[src/rtl/hci_core_sink_simple_pkg.sv]
// Shared types for the HCI core sink streamer: control/flag structs and FSM states.
package hci_core_sink_simple_pkg;

  localparam int HCI_ADDR_WIDTH = 32;
  localparam int HCI_CNT_WIDTH  = 16;

  typedef struct packed {
    logic                      req_start;
    logic [HCI_ADDR_WIDTH-1:0] base_addr;
    logic [HCI_ADDR_WIDTH-1:0] stride;
    logic [HCI_CNT_WIDTH-1:0]  tot_len;
  } hci_sink_simple_ctrl_t;

  typedef struct packed {
    logic                     ready_start;
    logic                     done;
    logic                     busy;
    logic [HCI_CNT_WIDTH-1:0] out_cnt;
  } hci_sink_simple_flags_t;

  typedef enum logic [1:0] {
    IDLE    = 2'd0,
    WORKING = 2'd1,
    DONE    = 2'd2
  } hci_streamer_state_t;

endpackage

[src/rtl/hci_core_sink_simple_if.sv]
// TCDM master port bundle and HWPE-Stream bundle used by the sink streamer.
interface hci_core_intf #(
  parameter int DW = 32
) ();
  logic            req;
  logic            gnt;
  logic [31:0]     add;
  logic            wen;
  logic [DW/8-1:0] be;
  logic [DW-1:0]   data;
  logic [DW/8-1:0] boffs;
  logic            lrdy;
  logic            r_valid;
  logic [DW-1:0]   r_data;

  modport master (
    output req, add, wen, be, data, boffs, lrdy,
    input  gnt, r_valid, r_data
  );

  modport slave (
    input  req, add, wen, be, data, boffs, lrdy,
    output gnt, r_valid, r_data
  );
endinterface

interface hwpe_stream_intf_stream #(
  parameter int DW = 32
) ();
  logic            valid;
  logic            ready;
  logic [DW-1:0]   data;
  logic [DW/8-1:0] strb;

  modport source (
    output valid, data, strb,
    input  ready
  );

  modport sink (
    input  valid, data, strb,
    output ready
  );
endinterface

[src/rtl/hci_core_sink_simple_fifo.sv]
// Small registered circular FIFO buffering {strb, data} beats between stream and TCDM.
module hci_core_sink_simple_fifo #(
  parameter int WIDTH = 36,
  parameter int DEPTH = 2
) (
  input  logic             clk_i,
  input  logic             rst_ni,
  input  logic             clear_i,
  input  logic             test_mode_i,
  input  logic             i_push_valid,
  output logic             o_push_ready,
  input  logic [WIDTH-1:0] i_push_data,
  output logic             o_pop_valid,
  input  logic             i_pop_ready,
  output logic [WIDTH-1:0] o_pop_data
);

  localparam int PW = (DEPTH > 1) ? $clog2(DEPTH) : 1;
  localparam int CW = $clog2(DEPTH + 1);

  logic [WIDTH-1:0] r_mem [DEPTH];
  logic [PW-1:0]    r_wr_ptr;
  logic [PW-1:0]    r_rd_ptr;
  logic [CW-1:0]    r_count;
  logic             w_push;
  logic             w_pop;
  logic             w_unused;

  function automatic logic [PW-1:0] ptr_inc(input logic [PW-1:0] p);
    return (p == PW'(DEPTH - 1)) ? '0 : p + PW'(1);
  endfunction

  assign o_push_ready = (r_count != CW'(DEPTH));
  assign o_pop_valid  = (r_count != '0);
  assign w_push       = i_push_valid & o_push_ready;
  assign w_pop        = i_pop_ready & o_pop_valid;
  assign o_pop_data   = r_mem[r_rd_ptr];
  assign w_unused     = test_mode_i;

  always_ff @(posedge clk_i or negedge rst_ni) begin
    if (!rst_ni) begin
      r_wr_ptr <= '0;
      r_rd_ptr <= '0;
      r_count  <= '0;
    end else if (clear_i) begin
      r_wr_ptr <= '0;
      r_rd_ptr <= '0;
      r_count  <= '0;
    end else begin
      if (w_push) r_wr_ptr <= ptr_inc(r_wr_ptr);
      if (w_pop)  r_rd_ptr <= ptr_inc(r_rd_ptr);
      case ({w_push, w_pop})
        2'b10:   r_count <= r_count + CW'(1);
        2'b01:   r_count <= r_count - CW'(1);
        default: r_count <= r_count;
      endcase
    end
  end

  // Storage needs no reset: r_count gates every read.
  always_ff @(posedge clk_i) begin
    if (w_push) r_mem[r_wr_ptr] <= i_push_data;
  end

endmodule

[src/rtl/hci_core_sink_simple.sv]
// Sink streamer: buffers an HWPE-Stream and writes it out as strided TCDM stores.
//   state   | meaning
//   IDLE    | waiting for req_start, ready_start high
//   WORKING | accepting beats and issuing writes until tot_len grants
//   DONE    | single-cycle done pulse, then back to IDLE
module hci_core_sink_simple
  import hci_core_sink_simple_pkg::*;
#(
  parameter int DATA_WIDTH = 32,
  parameter int FIFO_DEPTH = 2,
  parameter int CNT_WIDTH  = 16
) (
  input  logic                   clk_i,
  input  logic                   rst_ni,
  input  logic                   test_mode_i,
  input  logic                   clear_i,
  hci_core_intf.master           tcdm,
  hwpe_stream_intf_stream.sink   stream,
  input  hci_sink_simple_ctrl_t  ctrl_i,
  output hci_sink_simple_flags_t flags_o
);

  localparam int BW = DATA_WIDTH / 8;
  localparam int FW = DATA_WIDTH + BW;

  hci_streamer_state_t r_state;
  hci_streamer_state_t w_state_next;

  logic [31:0]          r_addr;
  logic [31:0]          r_stride;
  logic [CNT_WIDTH-1:0] r_tot_len;
  logic [CNT_WIDTH-1:0] r_in_cnt;
  logic [CNT_WIDTH-1:0] r_out_cnt;

  logic          w_start;
  logic          w_push;
  logic          w_grant;
  logic          w_last;
  logic          w_in_room;
  logic          w_fifo_ready;
  logic          w_fifo_valid;
  logic [FW-1:0] w_fifo_out;
  logic          w_unused;

  hci_core_sink_simple_fifo #(
    .WIDTH (FW),
    .DEPTH (FIFO_DEPTH)
  ) i_fifo (
    .clk_i        (clk_i),
    .rst_ni       (rst_ni),
    .clear_i      (clear_i),
    .test_mode_i  (test_mode_i),
    .i_push_valid (w_push),
    .o_push_ready (w_fifo_ready),
    .i_push_data  ({stream.strb, stream.data}),
    .o_pop_valid  (w_fifo_valid),
    .i_pop_ready  (w_grant),
    .o_pop_data   (w_fifo_out)
  );

  // Beats past tot_len are refused so the upstream keeps them.
  assign w_in_room    = (r_in_cnt < r_tot_len);
  assign stream.ready = (r_state == WORKING) & w_fifo_ready & w_in_room;
  assign w_push       = stream.valid & stream.ready;

  assign tcdm.req   = (r_state == WORKING) & w_fifo_valid;
  assign tcdm.add   = r_addr;
  assign tcdm.wen   = 1'b0;
  assign tcdm.data  = w_fifo_out[DATA_WIDTH-1:0];
  assign tcdm.be    = w_fifo_out[FW-1:DATA_WIDTH];
  assign tcdm.boffs = '0;
  assign tcdm.lrdy  = 1'b1;
  assign w_grant    = tcdm.req & tcdm.gnt;
  assign w_last     = (r_out_cnt == r_tot_len - CNT_WIDTH'(1));

  assign w_unused = ^{tcdm.r_valid, tcdm.r_data};

  always_ff @(posedge clk_i or negedge rst_ni) begin
    if (!rst_ni) r_state <= IDLE;
    else         r_state <= w_state_next;
  end

  always_comb begin
    w_state_next = r_state;
    w_start      = 1'b0;
    flags_o      = '0;
    case (r_state)
      IDLE: begin
        flags_o.ready_start = 1'b1;
        if (ctrl_i.req_start && !clear_i) begin
          w_start      = 1'b1;
          w_state_next = (ctrl_i.tot_len == '0) ? DONE : WORKING;
        end
      end
      WORKING: begin
        if (w_grant && w_last) w_state_next = DONE;
      end
      DONE: begin
        flags_o.done = 1'b1;
        w_state_next = IDLE;
      end
      default: w_state_next = IDLE;
    endcase
    if (clear_i) w_state_next = IDLE;
    flags_o.busy    = (r_state != IDLE);
    flags_o.out_cnt = HCI_CNT_WIDTH'(r_out_cnt);
  end

  always_ff @(posedge clk_i or negedge rst_ni) begin
    if (!rst_ni) begin
      r_addr    <= '0;
      r_stride  <= '0;
      r_tot_len <= '0;
      r_in_cnt  <= '0;
      r_out_cnt <= '0;
    end else if (clear_i) begin
      r_addr    <= '0;
      r_stride  <= '0;
      r_tot_len <= '0;
      r_in_cnt  <= '0;
      r_out_cnt <= '0;
    end else if (w_start) begin
      r_addr    <= ctrl_i.base_addr;
      r_stride  <= ctrl_i.stride;
      r_tot_len <= CNT_WIDTH'(ctrl_i.tot_len);
      r_in_cnt  <= '0;
      r_out_cnt <= '0;
    end else begin
      if (w_push) r_in_cnt <= r_in_cnt + CNT_WIDTH'(1);
      // Address wraps modulo 2^32 by design; no alignment checking.
      if (w_grant) begin
        r_addr    <= r_addr + r_stride;
        r_out_cnt <= r_out_cnt + CNT_WIDTH'(1);
      end
    end
  end

endmodule

[src/flat_wrapper.sv]
// flat-port wrapper written by rule: the top's interface ports become plain ports
module hci_core_sink_simple_flat import hci_core_sink_simple_pkg::*;
#(
  parameter int DATA_WIDTH = 32,
  parameter int FIFO_DEPTH = 2,
  parameter int CNT_WIDTH  = 16
)
  (clk_i, rst_ni, test_mode_i, clear_i, ctrl_i, flags_o, tcdm_req, tcdm_add, tcdm_wen, tcdm_be, tcdm_data, tcdm_boffs, tcdm_lrdy, tcdm_gnt, tcdm_r_valid, tcdm_r_data, stream_valid, stream_data, stream_strb, stream_ready);
  hci_core_intf #(.DW((32))) tcdm_i ();
  hwpe_stream_intf_stream #(.DW((32))) stream_i ();
  input  logic clk_i;
  input  logic rst_ni;
  input  logic test_mode_i;
  input  logic clear_i;
  input  hci_sink_simple_ctrl_t ctrl_i;
  output hci_sink_simple_flags_t flags_o;
  output wire logic [$bits(tcdm_i.req)-1:0] tcdm_req;
  output wire logic [$bits(tcdm_i.add)-1:0] tcdm_add;
  output wire logic [$bits(tcdm_i.wen)-1:0] tcdm_wen;
  output wire logic [$bits(tcdm_i.be)-1:0] tcdm_be;
  output wire logic [$bits(tcdm_i.data)-1:0] tcdm_data;
  output wire logic [$bits(tcdm_i.boffs)-1:0] tcdm_boffs;
  output wire logic [$bits(tcdm_i.lrdy)-1:0] tcdm_lrdy;
  input wire logic [$bits(tcdm_i.gnt)-1:0] tcdm_gnt;
  input wire logic [$bits(tcdm_i.r_valid)-1:0] tcdm_r_valid;
  input wire logic [$bits(tcdm_i.r_data)-1:0] tcdm_r_data;
  input wire logic [$bits(stream_i.valid)-1:0] stream_valid;
  input wire logic [$bits(stream_i.data)-1:0] stream_data;
  input wire logic [$bits(stream_i.strb)-1:0] stream_strb;
  output wire logic [$bits(stream_i.ready)-1:0] stream_ready;
  assign tcdm_req = tcdm_i.req;
  assign tcdm_add = tcdm_i.add;
  assign tcdm_wen = tcdm_i.wen;
  assign tcdm_be = tcdm_i.be;
  assign tcdm_data = tcdm_i.data;
  assign tcdm_boffs = tcdm_i.boffs;
  assign tcdm_lrdy = tcdm_i.lrdy;
  assign tcdm_i.gnt = tcdm_gnt;
  assign tcdm_i.r_valid = tcdm_r_valid;
  assign tcdm_i.r_data = tcdm_r_data;
  assign stream_i.valid = stream_valid;
  assign stream_i.data = stream_data;
  assign stream_i.strb = stream_strb;
  assign stream_ready = stream_i.ready;
  hci_core_sink_simple #(.DATA_WIDTH(DATA_WIDTH), .FIFO_DEPTH(FIFO_DEPTH), .CNT_WIDTH(CNT_WIDTH)) u_core (.clk_i(clk_i), .rst_ni(rst_ni), .test_mode_i(test_mode_i), .clear_i(clear_i), .tcdm(tcdm_i), .stream(stream_i), .ctrl_i(ctrl_i), .flags_o(flags_o));
endmodule
[config.mk]
export PLATFORM = sky130hd
export DESIGN_NAME = hci_core_sink_simple_flat
export DESIGN_NICKNAME = d
export VERILOG_FILES = /design/src/rtl/hci_core_sink_simple_pkg.sv /design/src/rtl/hci_core_sink_simple_if.sv /design/src/rtl/hci_core_sink_simple_fifo.sv /design/src/rtl/hci_core_sink_simple.sv /design/src/flat_wrapper.sv
export SDC_FILE = /design/constraint.sdc
export NUM_CORES = 1
export LEC_CHECK = 0
export CAP_MARGIN = 20
export CORE_MARGIN = 1.5
export CORE_UTILIZATION = 51
export CTS_CLUSTER_DIAMETER = 40
export DETAILED_ROUTE_END_ITERATION = 16
export PLACE_DENSITY = 0.84
export SYNTH_ARGS = -nofsm -noshare
export SYNTH_HDL_FRONTEND = slang
export SYNTH_SLANG_ARGS = --single-unit
[constraint.sdc]
create_clock -name clk_i -period 4.6 [get_ports clk_i]
set_input_delay 1.38 -clock clk_i [delete_from_list [all_inputs] [get_ports clk_i]]
set_output_delay 1.38 -clock clk_i [all_outputs]
set_load 0.02 [all_outputs]
==> results of run 1 <==
-- routing by layer --
metal  global-route usage, %  part of all wire, %  wire, um  vias up
met5                       0                    0         0        -
met4                    8.60                  2.3       612        0
met3                    3.76                  6.1      1670       45
met2                    43.8                   49     13400      332
met1                    33.5                   42     11500     4194
li1                        -                    -         -     4145
-- per-stage QoR --
stage	cell area, um^2	hold slack, ns
floorplan	10600	0.520
global placement	12900	0.528
detailed placement	12900	0.532
CTS	13500	0.553
global route	13500	0.564
finish	13500	0.541
-- power groups by stage --
stage | clock (mW) | combinational (mW) | sequential, mW
after floorplan | 0 | 0.458 | 1.95
after global placement | 0 | 0.781 | 1.94
after detailed placement | 0 | 0.797 | 1.94
after CTS | 1.52 | 0.804 | 1.91
after global routing | 1.59 | 0.875 | 1.92
final | 1.50 | 0.803 | 1.91
-- final cells by class --
| type | count | area, um^2 | share of cell area [%] |
|---|---|---|---|
| Clock buffer | 17 | 425 | 3.16 |
| Clock inverter | 15 | 183 | 1.36 |
| Inverter | 32 | 120 | 0.891 |
| Multi-Input combinational cell | 765 | 5100 | 37.8 |
| Sequential cell | 190 | 5110 | 38.0 |
| Tap cell | 270 | 338 | 2.51 |
| Timing Repair Buffer | 222 | 2200 | 16.3 |
-- cell usage in the layout (no fill, tap or decap), drive strengths merged, types with 3 or more instances in the layout --
cell	instances
a211oi	20
a21boi	3
a21o	23
a21oi	50
a22oi	10
a311oi	6
a31oi	6
and2	4
and3	15
buf	14
clkbuf	17
clkdlybuf4s50	208
clkinv	5
conb	6
dfrtp	118
edfxtp	72
ha	49
inv	41
mux2	36
mux2i	7
nand2	107
nand2b	36
nand3	22
nand4	13
nor2	80
nor2b	6
nor3	20
nor4	8
o211ai	11
o21a	6
o21ai	76
o31ai	29
o41ai	4
or3	8
or4	11
xnor2	33
xor2	32
-- state kept, by name (all words and copies together) (netlist names) --
name / cells
u_core.i_fifo.r_wr_ptr: 1
u_core.tcdm.add: 32
u_core.i_fifo.r_count: 2
u_core.r_stride: 32
u_core.r_out_cnt: 16
u_core.r_in_cnt: 16
u_core.i_fifo.r_rd_ptr: 1
u_core.r_tot_len: 16
u_core.i_fifo.r_mem: 72
u_core.r_state: 2
-- worst reg2reg max path: cells and delay by family, from the launching register on --
family,cells,cell delay (ns)
AO/OA/AOI/OAI,3,1.10
buffers and inverters,2,0.60
AND/OR/NAND/NOR,3,0.53
flip-flops,1,0.43
adder cells (fa/ha/maj),1,0.27
-- worst paths after layout --
| check | endpoint | slack (ns) | cells past startpoint |
|---|---|---|---|
| worst max-delay path | stream_ready | 0.18 | 8 |
| worst min-delay path | u_core.tcdm.add[30] | 0.54 | 2 |
| worst max register to register | u_core.i_fifo.r_mem[0][35] | 1.29 | 9 |
| worst min register to register | u_core.tcdm.add[30] | 0.54 | 2 |
| max in group asynchronous | u_core.r_stride[16] | 2.78 | 2 |
| min in group asynchronous | u_core.i_fifo.r_wr_ptr | 1.01 | 1 |
-- cells by family (layout without fill, tap and decap cells) --
family                     after synthesis  count (layout)  synth area share (%)
AOI/OAI and AO/OA                      262             262                  16.3
other                                    2               6                0.0709
DFF                                    190             190                  48.3
and+or+nand+nor                        339             339                  15.6
muxes                                   43              43                  4.49
buffers and inverters                   87             286                  3.90
adders and majority gates               50              50                  5.98
xor gates and xnor gates                65              65                  5.38
==> run_summary.xml, run 1 <==
<?xml version="1.0" encoding="UTF-8"?>
<metrics>
  <group name="cts">
    <metric name="worstSkewPairLatency" unit="ns">0.44</metric>
    <metric name="path_clk_slew" unit="ns">0.08</metric>
    <metric name="clk_root_buffer_cell" unit="">sky130_fd_sc_hd__clkbuf_16</metric>
    <metric name="numCtsBuffers" unit="">17</metric>
    <metric name="htree_num_levels" unit="">4</metric>
    <metric name="cts_resized" unit="">0</metric>
    <metric name="number_of_sinks_on_the_clock_net" unit="">190</metric>
    <metric name="cts_hold_buffers" unit="">0</metric>
    <metric name="postCtsSetupBuffers" unit="">0</metric>
    <metric name="clock_tree.buffer_depth" unit="">2</metric>
    <metric name="clock_tree_from_tritoncts" unit="">built</metric>
  </group>
  <group name="job">
    <metric name="maxCapViolCount" unit="">0</metric>
  </group>
  <group name="timing">
    <metric name="final_min_period_over_clock_period" unit="%">96.1</metric>
    <metric name="achievable-frequency" unit="MHz">226</metric>
    <metric name="report.final.hold_viol_count" unit="">0</metric>
    <metric name="relSlewSlack" unit="%">37.0</metric>
    <metric name="final.setup_skew" unit="ns">0.0141</metric>
    <metric name="final-setup-viol-count" unit="">0</metric>
    <metric name="fin_setup_tns" unit="ns">0</metric>
    <metric name="worst_pin_slew" unit="ns">0.946</metric>
    <metric name="min_period" unit="ns">4.42</metric>
    <metric name="post-route-worst-setup-slack" unit="ns">0.180</metric>
    <metric name="maxSlewViolCount" unit="">0</metric>
    <metric name="setup_repair_after_global_routing_missed_its_margin" unit="">no</metric>
  </group>
  <group name="die">
    <metric name="die_w" unit="um">147</metric>
    <metric name="floorplan.io_pins" unit="">251</metric>
    <metric name="fp-row-count" unit="">52</metric>
    <metric name="overall_die_area" unit="um^2">21600</metric>
    <metric name="core_region_area" unit="um^2">20300</metric>
    <metric name="initial_cell_density_of_the_core" unit="%">52.1</metric>
    <metric name="vert_die_dim" unit="um">147</metric>
  </group>
  <group name="layout">
    <metric name="area_growth_from_synthesis_to_layout" unit="%">27.3</metric>
    <metric name="final_core_utilization" unit="%">66.4</metric>
    <metric name="stdcell_count" unit="">1511</metric>
    <metric name="post_route_cells_drive_above_1_share" unit="%">7.90</metric>
    <metric name="layout.filler_cells" unit="">1602</metric>
    <metric name="antenna-diode-count" unit="">0</metric>
    <metric name="layout.nets" unit="">1434</metric>
  </group>
  <group name="synth">
    <metric name="synth.area.top_cells" unit="">sky130_fd_sc_hd__dfrtp_1, sky130_fd_sc_hd__edfxtp_1, sky130_fd_sc_hd__ha_1, sky130_fd_sc_hd__mux2_2, sky130_fd_sc_hd__nand2_1</metric>
    <metric name="yosys-top-cells-count" unit="">sky130_fd_sc_hd__dfrtp_1, sky130_fd_sc_hd__nand2_1, sky130_fd_sc_hd__nor2_1, sky130_fd_sc_hd__o21ai_0, sky130_fd_sc_hd__edfxtp_1</metric>
    <metric name="synth_seq_area_share" unit="%">48.3</metric>
    <metric name="post_synthesis_cell_type_with_the_largest_combined_area" unit="">sky130_fd_sc_hd__dfrtp_1</metric>
    <metric name="dominant_cell_by_count_in_the_synthesized_netlist" unit="">sky130_fd_sc_hd__dfrtp_1</metric>
    <metric name="netlist_instances" unit="">1038</metric>
    <metric name="synth_flop_cell" unit="">sky130_fd_sc_hd__dfrtp_1</metric>
    <metric name="synth_seq_cells" unit="">190</metric>
    <metric name="synth.top_cell.area_share" unit="%">27.9</metric>
    <metric name="synth-edff-count" unit="">72</metric>
    <metric name="synthesis.area" unit="um^2">10600</metric>
    <metric name="synth.avg_cell_area" unit="um^2">10.2</metric>
    <metric name="ys_async_sr_fraction" unit="%">62.1</metric>
    <metric name="netlist-cell-type-count" unit="">74</metric>
    <metric name="synth.yosys.warnings" unit="">0</metric>
  </group>
  <group name="route">
    <metric name="count_of_tritonroute_iterations_in_the_first_routing_pass" unit="">6</metric>
    <metric name="initialDrtViolationCount" unit="">532</metric>
    <metric name="drt.antenna.violating_nets" unit="">0</metric>
    <metric name="routedWlPerCell" unit="um">18.0</metric>
    <metric name="routed-via-count" unit="">8716</metric>
    <metric name="routed_via_density" unit="">5.77</metric>
    <metric name="drc_errors" unit="">0</metric>
    <metric name="drt_wl_total" unit="um">27200</metric>
  </group>
  <group name="place">
    <metric name="dp_hpwl" unit="um">19400</metric>
    <metric name="dpl.cell_count" unit="">1479</metric>
    <metric name="port_buffers" unit="">210</metric>
    <metric name="dpl_worst_slack" unit="ns">0.744</metric>
    <metric name="finalWeightedCongestion" unit="">0.879</metric>
  </group>
  <group name="worst_setup_path">
    <metric name="category_of_the_most_critical_setup_path" unit="">reg2out</metric>
    <metric name="start_kind" unit="">flip-flop</metric>
    <metric name="timing.critical_path.slowest_cell_delay" unit="ns">0.64</metric>
    <metric name="critical_path.reg2reg.startpoint" unit="">u_core.r_tot_len[9]</metric>
    <metric name="worst-path-buf-inv" unit="">2</metric>
    <metric name="crit_path_cell_trace" unit="">inv_1 &gt; ha_1 &gt; and3_1 &gt; and2_1 &gt; o41ai_1 &gt; o211ai_1 &gt; a21boi_0 &gt; clkdlybuf4s50_1</metric>
    <metric name="kind_of_end_point_of_the_critical_path" unit="">primary output</metric>
    <metric name="critPathArrivalTime" unit="ns">3.04</metric>
    <metric name="crit_required" unit="ns">3.22</metric>
    <metric name="cpMaxStageDelayCell" unit="">sky130_fd_sc_hd__clkdlybuf4s50_1</metric>
    <metric name="crit_path_max_fanout" unit="">5</metric>
    <metric name="cpLargestDelayFamily" unit="">buffers and inverters</metric>
    <metric name="crit_path_start" unit="">u_core.r_tot_len[9]</metric>
  </group>
  <group name="worst_hold_path">
    <metric name="holdCritStartpoint" unit="">u_core.tcdm.add[30]</metric>
    <metric name="class_of_the_tightest_hold_or_removal_check" unit="">reg2reg</metric>
  </group>
  <group name="grt">
    <metric name="grt_pass1_wl" unit="um">44100</metric>
    <metric name="grt_pass1_vias" unit="">8838</metric>
    <metric name="grt_overflow" unit="">0</metric>
    <metric name="grt_start_max_net_pins" unit="">98</metric>
    <metric name="groute.usage.overall" unit="%">25.6</metric>
    <metric name="grt_antenna_before_repair" unit="">0</metric>
  </group>
  <group name="power">
    <metric name="post_route_total_power" unit="mW">4.21</metric>
    <metric name="cellInternalPower" unit="mW">2.96</metric>
    <metric name="irDropWorstVdd" unit="mV">0.260</metric>
    <metric name="leakage" unit="nW">5.47</metric>
    <metric name="power.sequential.fraction" unit="%">45.3</metric>
    <metric name="p_comb_share" unit="%">19.0</metric>
    <metric name="power.density_cell_area" unit="nW/um^2">313</metric>
    <metric name="switch_pwr" unit="mW">1.26</metric>
    <metric name="power.switching_fraction" unit="%">29.8</metric>
    <metric name="clkPwrFrac" unit="%">35.7</metric>
  </group>
  <group name="outcome">
    <metric name="run_status" unit="">finished clean</metric>
  </group>
</metrics>
Power figures use the tool's default switching activity.
==> run 2: changes to the inputs <==
--- a/config.mk
+++ b/config.mk
@@ -5,12 +5,14 @@
 export SDC_FILE = /design/constraint.sdc
 export NUM_CORES = 1
 export LEC_CHECK = 0
+export ABC_CLOCK_PERIOD_IN_PS = 4600
 export CAP_MARGIN = 20
 export CORE_MARGIN = 1.5
-export CORE_UTILIZATION = 51
+export CORE_UTILIZATION = 52
+export CTS_BUF_LIST = sky130_fd_sc_hd__clkbuf_8
 export CTS_CLUSTER_DIAMETER = 40
 export DETAILED_ROUTE_END_ITERATION = 16
-export PLACE_DENSITY = 0.84
+export PLACE_DENSITY = 0.85
 export SYNTH_ARGS = -nofsm -noshare
 export SYNTH_HDL_FRONTEND = slang
 export SYNTH_SLANG_ARGS = --single-unit
==> run_summary.xml, run 2 (synthesized netlist as in run 1, its figures left out) <==
<?xml version="1.0" encoding="UTF-8"?>
<metrics>
  <group name="layout">
    <metric name="area_growth_from_synthesis_to_layout" unit="%">25.6</metric>
    <metric name="antenna-diode-count" unit="">0</metric>
    <metric name="registers.top_by_ff_count" unit="">u_core.i_fifo.r_mem</metric>
    <metric name="layout.cells.most_common_list" unit="">sky130_fd_sc_hd__clkdlybuf4s50_1, sky130_fd_sc_hd__dfrtp_1, sky130_fd_sc_hd__nand2_1</metric>
    <metric name="post_route_cells_drive_above_1_share" unit="%">7.90</metric>
    <metric name="layout.filler_cells" unit="">1586</metric>
    <metric name="layout.cells.most_common" unit="">sky130_fd_sc_hd__clkdlybuf4s50_1</metric>
    <metric name="final_core_utilization" unit="%">66.1</metric>
    <metric name="layout.nets" unit="">1434</metric>
    <metric name="flip_flop_count_of_the_largest_register_all_copies_and_words_added" unit="">72</metric>
  </group>
  <group name="route">
    <metric name="routed_via_density" unit="">5.79</metric>
    <metric name="routedWlPerCell" unit="um">17.9</metric>
    <metric name="routed-via-count" unit="">8743</metric>
    <metric name="count_of_tritonroute_iterations_in_the_first_routing_pass" unit="">5</metric>
    <metric name="drc_errors" unit="">0</metric>
    <metric name="drt.antenna.violating_nets" unit="">0</metric>
    <metric name="initialDrtViolationCount" unit="">638</metric>
    <metric name="drt_wl_total" unit="um">27000</metric>
  </group>
  <group name="place">
    <metric name="finalWeightedCongestion" unit="">0.870</metric>
    <metric name="port_buffers" unit="">210</metric>
    <metric name="dp_hpwl" unit="um">19500</metric>
    <metric name="dpl_worst_slack" unit="ns">0.694</metric>
  </group>
  <group name="timing">
    <metric name="achievable-frequency" unit="MHz">225</metric>
    <metric name="hold_ws" unit="ns">0.554</metric>
    <metric name="final_min_period_over_clock_period" unit="%">96.7</metric>
    <metric name="min_period" unit="ns">4.45</metric>
    <metric name="final-setup-viol-count" unit="">0</metric>
    <metric name="final.setup_skew" unit="ns">0.0145</metric>
    <metric name="report.final.hold_viol_count" unit="">0</metric>
    <metric name="maxSlewViolCount" unit="">0</metric>
    <metric name="post-route-worst-setup-slack" unit="ns">0.150</metric>
    <metric name="setup_repair_after_global_routing_missed_its_margin" unit="">no</metric>
    <metric name="worst_pin_slew" unit="ns">1.01</metric>
    <metric name="relSlewSlack" unit="%">32.7</metric>
    <metric name="fin_setup_tns" unit="ns">0</metric>
  </group>
  <group name="cts">
    <metric name="postCtsSetupBuffers" unit="">0</metric>
    <metric name="worstSkewPairLatency" unit="ns">0.47</metric>
    <metric name="clock_tree.buffer_depth" unit="">2</metric>
    <metric name="path_clk_slew" unit="ns">0.10</metric>
    <metric name="clk_root_buffer_cell" unit="">sky130_fd_sc_hd__clkbuf_8</metric>
    <metric name="cts_resized" unit="">0</metric>
    <metric name="numCtsBuffers" unit="">17</metric>
    <metric name="htree_num_levels" unit="">4</metric>
    <metric name="clock_tree_from_tritoncts" unit="">built</metric>
    <metric name="cts_hold_buffers" unit="">0</metric>
    <metric name="number_of_sinks_on_the_clock_net" unit="">190</metric>
  </group>
  <group name="die">
    <metric name="fp-row-count" unit="">52</metric>
    <metric name="floorplan.io_pins" unit="">251</metric>
    <metric name="die_w" unit="um">146</metric>
    <metric name="core_region_area" unit="um^2">20100</metric>
    <metric name="initial_cell_density_of_the_core" unit="%">52.7</metric>
    <metric name="vert_die_dim" unit="um">146</metric>
    <metric name="overall_die_area" unit="um^2">21200</metric>
  </group>
  <group name="grt">
    <metric name="grt_overflow" unit="">0</metric>
    <metric name="groute.usage.overall" unit="%">25.5</metric>
    <metric name="grt_pass1_vias" unit="">8488</metric>
    <metric name="grt_antenna_before_repair" unit="">0</metric>
    <metric name="grt_start_max_net_pins" unit="">123</metric>
    <metric name="grt_pass1_wl" unit="um">43300</metric>
    <metric name="grt_most_used_layer" unit="">met2</metric>
    <metric name="gr-usage-met1" unit="%">34.5</metric>
    <metric name="groute.layer.met3.usage" unit="%">4.55</metric>
    <metric name="grt_util_met2" unit="%">41.9</metric>
  </group>
  <group name="power">
    <metric name="power.density_cell_area" unit="nW/um^2">289</metric>
    <metric name="leakage" unit="nW">5.38</metric>
    <metric name="irDropWorstVdd" unit="mV">0.166</metric>
    <metric name="post_route_total_power" unit="mW">3.84</metric>
  </group>
  <group name="worst_setup_path">
    <metric name="kind_of_end_point_of_the_critical_path" unit="">primary output</metric>
    <metric name="critical_path_capture_point" unit="">stream_ready</metric>
    <metric name="crit_path_max_fanout" unit="">5</metric>
    <metric name="worst_case_register_to_register_setup_slack" unit="ns">1.32</metric>
    <metric name="critPathArrivalTime" unit="ns">3.07</metric>
    <metric name="reg2reg_to" unit="">u_core.i_fifo.r_mem[1][31]</metric>
    <metric name="timing.reg2reg.worst_path_depth" unit="">9</metric>
    <metric name="crit_path_start" unit="">u_core.r_tot_len[9]</metric>
    <metric name="start_kind" unit="">flip-flop</metric>
    <metric name="critical_path.reg2reg.startpoint" unit="">u_core.r_tot_len[9]</metric>
    <metric name="crit_required" unit="ns">3.22</metric>
    <metric name="category_of_the_most_critical_setup_path" unit="">reg2out</metric>
  </group>
  <group name="worst_hold_path">
    <metric name="holdCritStartpoint" unit="">u_core.tcdm.add[30]</metric>
    <metric name="class_of_the_tightest_hold_or_removal_check" unit="">reg2reg</metric>
  </group>
  <group name="job">
    <metric name="maxCapViolCount" unit="">0</metric>
  </group>
  <group name="outcome">
    <metric name="run_status" unit="">finished clean</metric>
  </group>
</metrics>
## run 2: cell types whose count changed in the layout (fill, tap and decap cells not counted)
cell and change:
sky130_fd_sc_hd__clkbuf_8 +17, sky130_fd_sc_hd__buf_12 +1, sky130_fd_sc_hd__inv_8 +1, sky130_fd_sc_hd__clkinv_8 -1
sky130_fd_sc_hd__clkbuf_16 -17, sky130_fd_sc_hd__buf_4 -1
## run 2: cell type report
cell class / instances / area (um^2) / share of cell area, %
Inverter: 32 / 120 / 0.904
Clock buffer: 17 / 234 / 1.76
Tap cell: 270 / 338 / 2.54
Sequential cell: 190 / 5110 / 38.5
Clock inverter: 15 / 178 / 1.34
Multi-Input combinational cell: 765 / 5100 / 38.3
Timing Repair Buffer: 222 / 2210 / 16.6
## run 2: through the flow
step | cell area [um^2] | cells
finish | 13300 | 1511
global route | 13300 | 1511
CTS | 13300 | 1511
detailed placement | 12900 | 1479
global placement | 12900 | 1479
floorplan | 10600 | 1042
## run 2: per-layer routing
| layer | wire, um | up-vias |
|---|---|---|
| met5 | 0 | - |
| met4 | 511 | 0 |
| met3 | 1710 | 41 |
| met2 | 13200 | 323 |
| met1 | 11600 | 4241 |
| li1 | - | 4138 |
## run 2: how the worst min path moves through the flow
stage / depth (start not counted) / slack (ns) / end
3_5_place_dp: 2 / 0.54 / u_core.tcdm.add[30]
5_1_grt: 2 / 0.59 / u_core.r_stride[27]
4_1_cts: 2 / 0.56 / u_core.r_stride[26]
6_report: 2 / 0.55 / u_core.tcdm.add[30]
3_3_place_gp: 2 / 0.53 / u_core.i_fifo.r_rd_ptr
2_1_floorplan: 2 / 0.52 / u_core.r_stride[10]
## run 2: worst max-delay path, stage by stage (launching register included)
cell	delay [ns]
sky130_fd_sc_hd__dfrtp_1	0.44
sky130_fd_sc_hd__inv_1	0.13
sky130_fd_sc_hd__ha_1	0.32
sky130_fd_sc_hd__and3_1	0.20
sky130_fd_sc_hd__and2_1	0.15
sky130_fd_sc_hd__o41ai_1	0.27
sky130_fd_sc_hd__o211ai_1	0.19
sky130_fd_sc_hd__a21boi_0	0.25
sky130_fd_sc_hd__clkdlybuf4s50_1	0.65
## run 2: power breakdown
group	total (mW)	internal [mW]	switching (mW)
registers	1.91	1.85	0.0618
logic	0.804	0.370	0.434
clock network	1.13	0.424	0.703
==> run 3: changes to the inputs <==
--- a/config.mk
+++ b/config.mk
@@ -13,6 +13,7 @@
 export CTS_CLUSTER_DIAMETER = 40
 export DETAILED_ROUTE_END_ITERATION = 16
 export PLACE_DENSITY = 0.85
+export REMOVE_ABC_BUFFERS = 1
 export SYNTH_ARGS = -nofsm -noshare
 export SYNTH_HDL_FRONTEND = slang
 export SYNTH_SLANG_ARGS = --single-unit
==> run_summary.xml, run 3 (synthesized netlist as in run 1, its figures left out) <==
<?xml version="1.0" encoding="UTF-8"?>
<metrics>
  <group name="outcome">
    <metric name="run_status" unit="">finished clean</metric>
  </group>
  <group name="layout">
    <metric name="area_growth_from_synthesis_to_layout" unit="%">25.9</metric>
    <metric name="registers.top_by_ff_count" unit="">u_core.i_fifo.r_mem</metric>
    <metric name="design_area" unit="um^2">13300</metric>
    <metric name="flip_flop_count_of_the_largest_register_all_copies_and_words_added" unit="">72</metric>
    <metric name="layout.cells.most_common_list" unit="">sky130_fd_sc_hd__clkdlybuf4s50_1, sky130_fd_sc_hd__dfrtp_1, sky130_fd_sc_hd__nand2_1</metric>
    <metric name="post_route_cells_drive_above_1_share" unit="%">7.97</metric>
    <metric name="layout.cells.most_common" unit="">sky130_fd_sc_hd__clkdlybuf4s50_1</metric>
    <metric name="antenna-diode-count" unit="">0</metric>
    <metric name="final_core_utilization" unit="%">66.3</metric>
    <metric name="layout.nets" unit="">1435</metric>
    <metric name="layout.filler_cells" unit="">1507</metric>
    <metric name="stdcell_count" unit="">1512</metric>
  </group>
  <group name="worst_hold_path">
    <metric name="class_of_the_tightest_hold_or_removal_check" unit="">reg2reg</metric>
    <metric name="worst_hold_path.num_cells" unit="">2</metric>
    <metric name="holdCritStartpoint" unit="">u_core.tcdm.add[29]</metric>
  </group>
  <group name="cts">
    <metric name="clock_tree.buffer_depth" unit="">2</metric>
    <metric name="clk_root_buffer_cell" unit="">sky130_fd_sc_hd__clkbuf_8</metric>
    <metric name="numCtsBuffers" unit="">17</metric>
    <metric name="path_clk_slew" unit="ns">0.12</metric>
    <metric name="number_of_sinks_on_the_clock_net" unit="">190</metric>
    <metric name="htree_num_levels" unit="">4</metric>
    <metric name="worstSkewPairLatency" unit="ns">0.49</metric>
    <metric name="clock_tree_from_tritoncts" unit="">built</metric>
  </group>
  <group name="timing">
    <metric name="maxSlewViolCount" unit="">0</metric>
    <metric name="post-route-worst-setup-slack" unit="ns">0.597</metric>
    <metric name="worst_pin_slew" unit="ns">0.961</metric>
    <metric name="report.final.hold_viol_count" unit="">0</metric>
    <metric name="fin_setup_tns" unit="ns">0</metric>
    <metric name="achievable-frequency" unit="MHz">250</metric>
    <metric name="final-setup-viol-count" unit="">0</metric>
    <metric name="min_period" unit="ns">4.00</metric>
    <metric name="relSlewSlack" unit="%">35.9</metric>
    <metric name="setup_repair_after_global_routing_missed_its_margin" unit="">no</metric>
    <metric name="final_min_period_over_clock_period" unit="%">87.0</metric>
    <metric name="hold_ws" unit="ns">0.555</metric>
    <metric name="final.setup_skew" unit="ns">0.0196</metric>
  </group>
  <group name="route">
    <metric name="initialDrtViolationCount" unit="">384</metric>
    <metric name="count_of_tritonroute_iterations_in_the_first_routing_pass" unit="">5</metric>
    <metric name="routed-wl-met3" unit="um">1110</metric>
    <metric name="drc_errors" unit="">0</metric>
    <metric name="routedWlPerCell" unit="um">16.8</metric>
    <metric name="route.top_layer_used" unit="">met5</metric>
    <metric name="routed-via-count" unit="">8552</metric>
    <metric name="met1Wirelength" unit="um">11200</metric>
    <metric name="detailroute.wirelength.met2" unit="um">12300</metric>
    <metric name="drt_wl_total" unit="um">25400</metric>
    <metric name="drt.antenna.violating_nets" unit="">0</metric>
    <metric name="routed_via_density" unit="">5.66</metric>
  </group>
  <group name="grt">
    <metric name="grt_antenna_before_repair" unit="">1</metric>
    <metric name="grt_start_max_net_pins" unit="">98</metric>
    <metric name="grt_pass1_vias" unit="">8322</metric>
    <metric name="groute.usage.overall" unit="%">24.4</metric>
    <metric name="grt_pass1_wl" unit="um">41300</metric>
    <metric name="grt_overflow" unit="">0</metric>
  </group>
  <group name="place">
    <metric name="dpl_worst_slack" unit="ns">0.702</metric>
    <metric name="finalWeightedCongestion" unit="">0.861</metric>
    <metric name="dp_hpwl" unit="um">18100</metric>
    <metric name="placement.cell_area" unit="um^2">12900</metric>
    <metric name="dpl.cell_count" unit="">1479</metric>
    <metric name="port_buffers" unit="">210</metric>
  </group>
  <group name="worst_setup_path">
    <metric name="cpMaxStageDelayCell" unit="">sky130_fd_sc_hd__dfrtp_1</metric>
    <metric name="worst-path-buf-inv" unit="">2</metric>
    <metric name="critical_path.reg2reg.startpoint" unit="">u_core.tcdm.add[0]</metric>
    <metric name="critPathArrivalTime" unit="ns">2.62</metric>
    <metric name="timing.critical_path.depth" unit="">8</metric>
    <metric name="kind_of_end_point_of_the_critical_path" unit="">primary output</metric>
    <metric name="start_kind" unit="">flip-flop</metric>
    <metric name="crit_path_cell_trace" unit="">inv_1 &gt; ha_1 &gt; and3_1 &gt; and2_1 &gt; o41ai_1 &gt; o211ai_1 &gt; a21boi_1 &gt; dlymetal6s2s_1</metric>
    <metric name="cpLargestDelayFamily" unit="">compound AO/OA/AOI/OAI gates</metric>
    <metric name="category_of_the_most_critical_setup_path" unit="">reg2out</metric>
    <metric name="crit_path_max_fanout" unit="">5</metric>
    <metric name="timing.critical_path.slowest_cell_delay" unit="ns">0.45</metric>
    <metric name="crit_required" unit="ns">3.22</metric>
    <metric name="crit_path_start" unit="">u_core.r_tot_len[9]</metric>
    <metric name="timing.reg2reg.worst_path_depth" unit="">11</metric>
  </group>
  <group name="die">
    <metric name="overall_die_area" unit="um^2">21200</metric>
    <metric name="core_region_area" unit="um^2">20100</metric>
    <metric name="die_w" unit="um">146</metric>
    <metric name="initial_cell_density_of_the_core" unit="%">52.7</metric>
    <metric name="fp-row-count" unit="">52</metric>
    <metric name="vert_die_dim" unit="um">146</metric>
    <metric name="floorplan.io_pins" unit="">251</metric>
  </group>
  <group name="power">
    <metric name="irDropWorstVdd" unit="mV">0.181</metric>
    <metric name="post_route_total_power" unit="mW">3.94</metric>
    <metric name="leakage" unit="nW">5.42</metric>
    <metric name="power.density_cell_area" unit="nW/um^2">295</metric>
  </group>
  <group name="job">
    <metric name="maxCapViolCount" unit="">0</metric>
  </group>
</metrics>
run 3: layer usage:
layer / track usage [%] / vias to the layer above
met4: 9.64 / 2
met1: 32.0 / 4079
met2: 40.5 / 259
li1: - / 4155
met5: 0 / -
met3: 4.39 / 57
run 3: path summary, 6_finish.rpt:
check	end	slack [ns]
max	stream_ready	0.60
max in group asynchronous	u_core.r_stride[8]	2.82
min in group asynchronous	u_core.r_out_cnt[11]	0.96
min	u_core.tcdm.add[29]	0.55
max reg2reg	u_core.tcdm.add[30]	1.38
min reg2reg	u_core.tcdm.add[29]	0.55
run 3: report_power, final:
part / internal [mW] / total (mW) / switching, mW
Clock: 0.492 / 1.24 / 0.743
Combinational: 0.369 / 0.796 / 0.427
Sequential: 1.85 / 1.91 / 0.0610
Total: 2.71 / 3.94 / 1.23
run 3: worst register-to-register path: cells and delay by family, from the launching register on:
family	cells	cell delay (ns)
AOI/OAI and AO/OA	5	1.52
DFF	1	0.39
buffers and inverters	1	0.07
and+or+nand+nor	2	0.29
muxes	1	0.25
adders and majority gates	2	0.61
run 3: final cells by class:
type                       count  area [um^2]  area share [%]
clock buffer                  17          234            1.76
inverter                      32          120           0.901
sequential                   190         5110            38.4
timing repair buffer         223         2210            16.6
clock inverter                15          215            1.62
tap                          270          338            2.54
multi-input combinational    765         5100            38.2
run 3: repair_timing:
item                                    in CTS  in global routing
buffers inserted                             0                  0
hold buffers                                 0                  0
endpoints found under the setup margin       0                  1
gates resized for setup                      0                  2
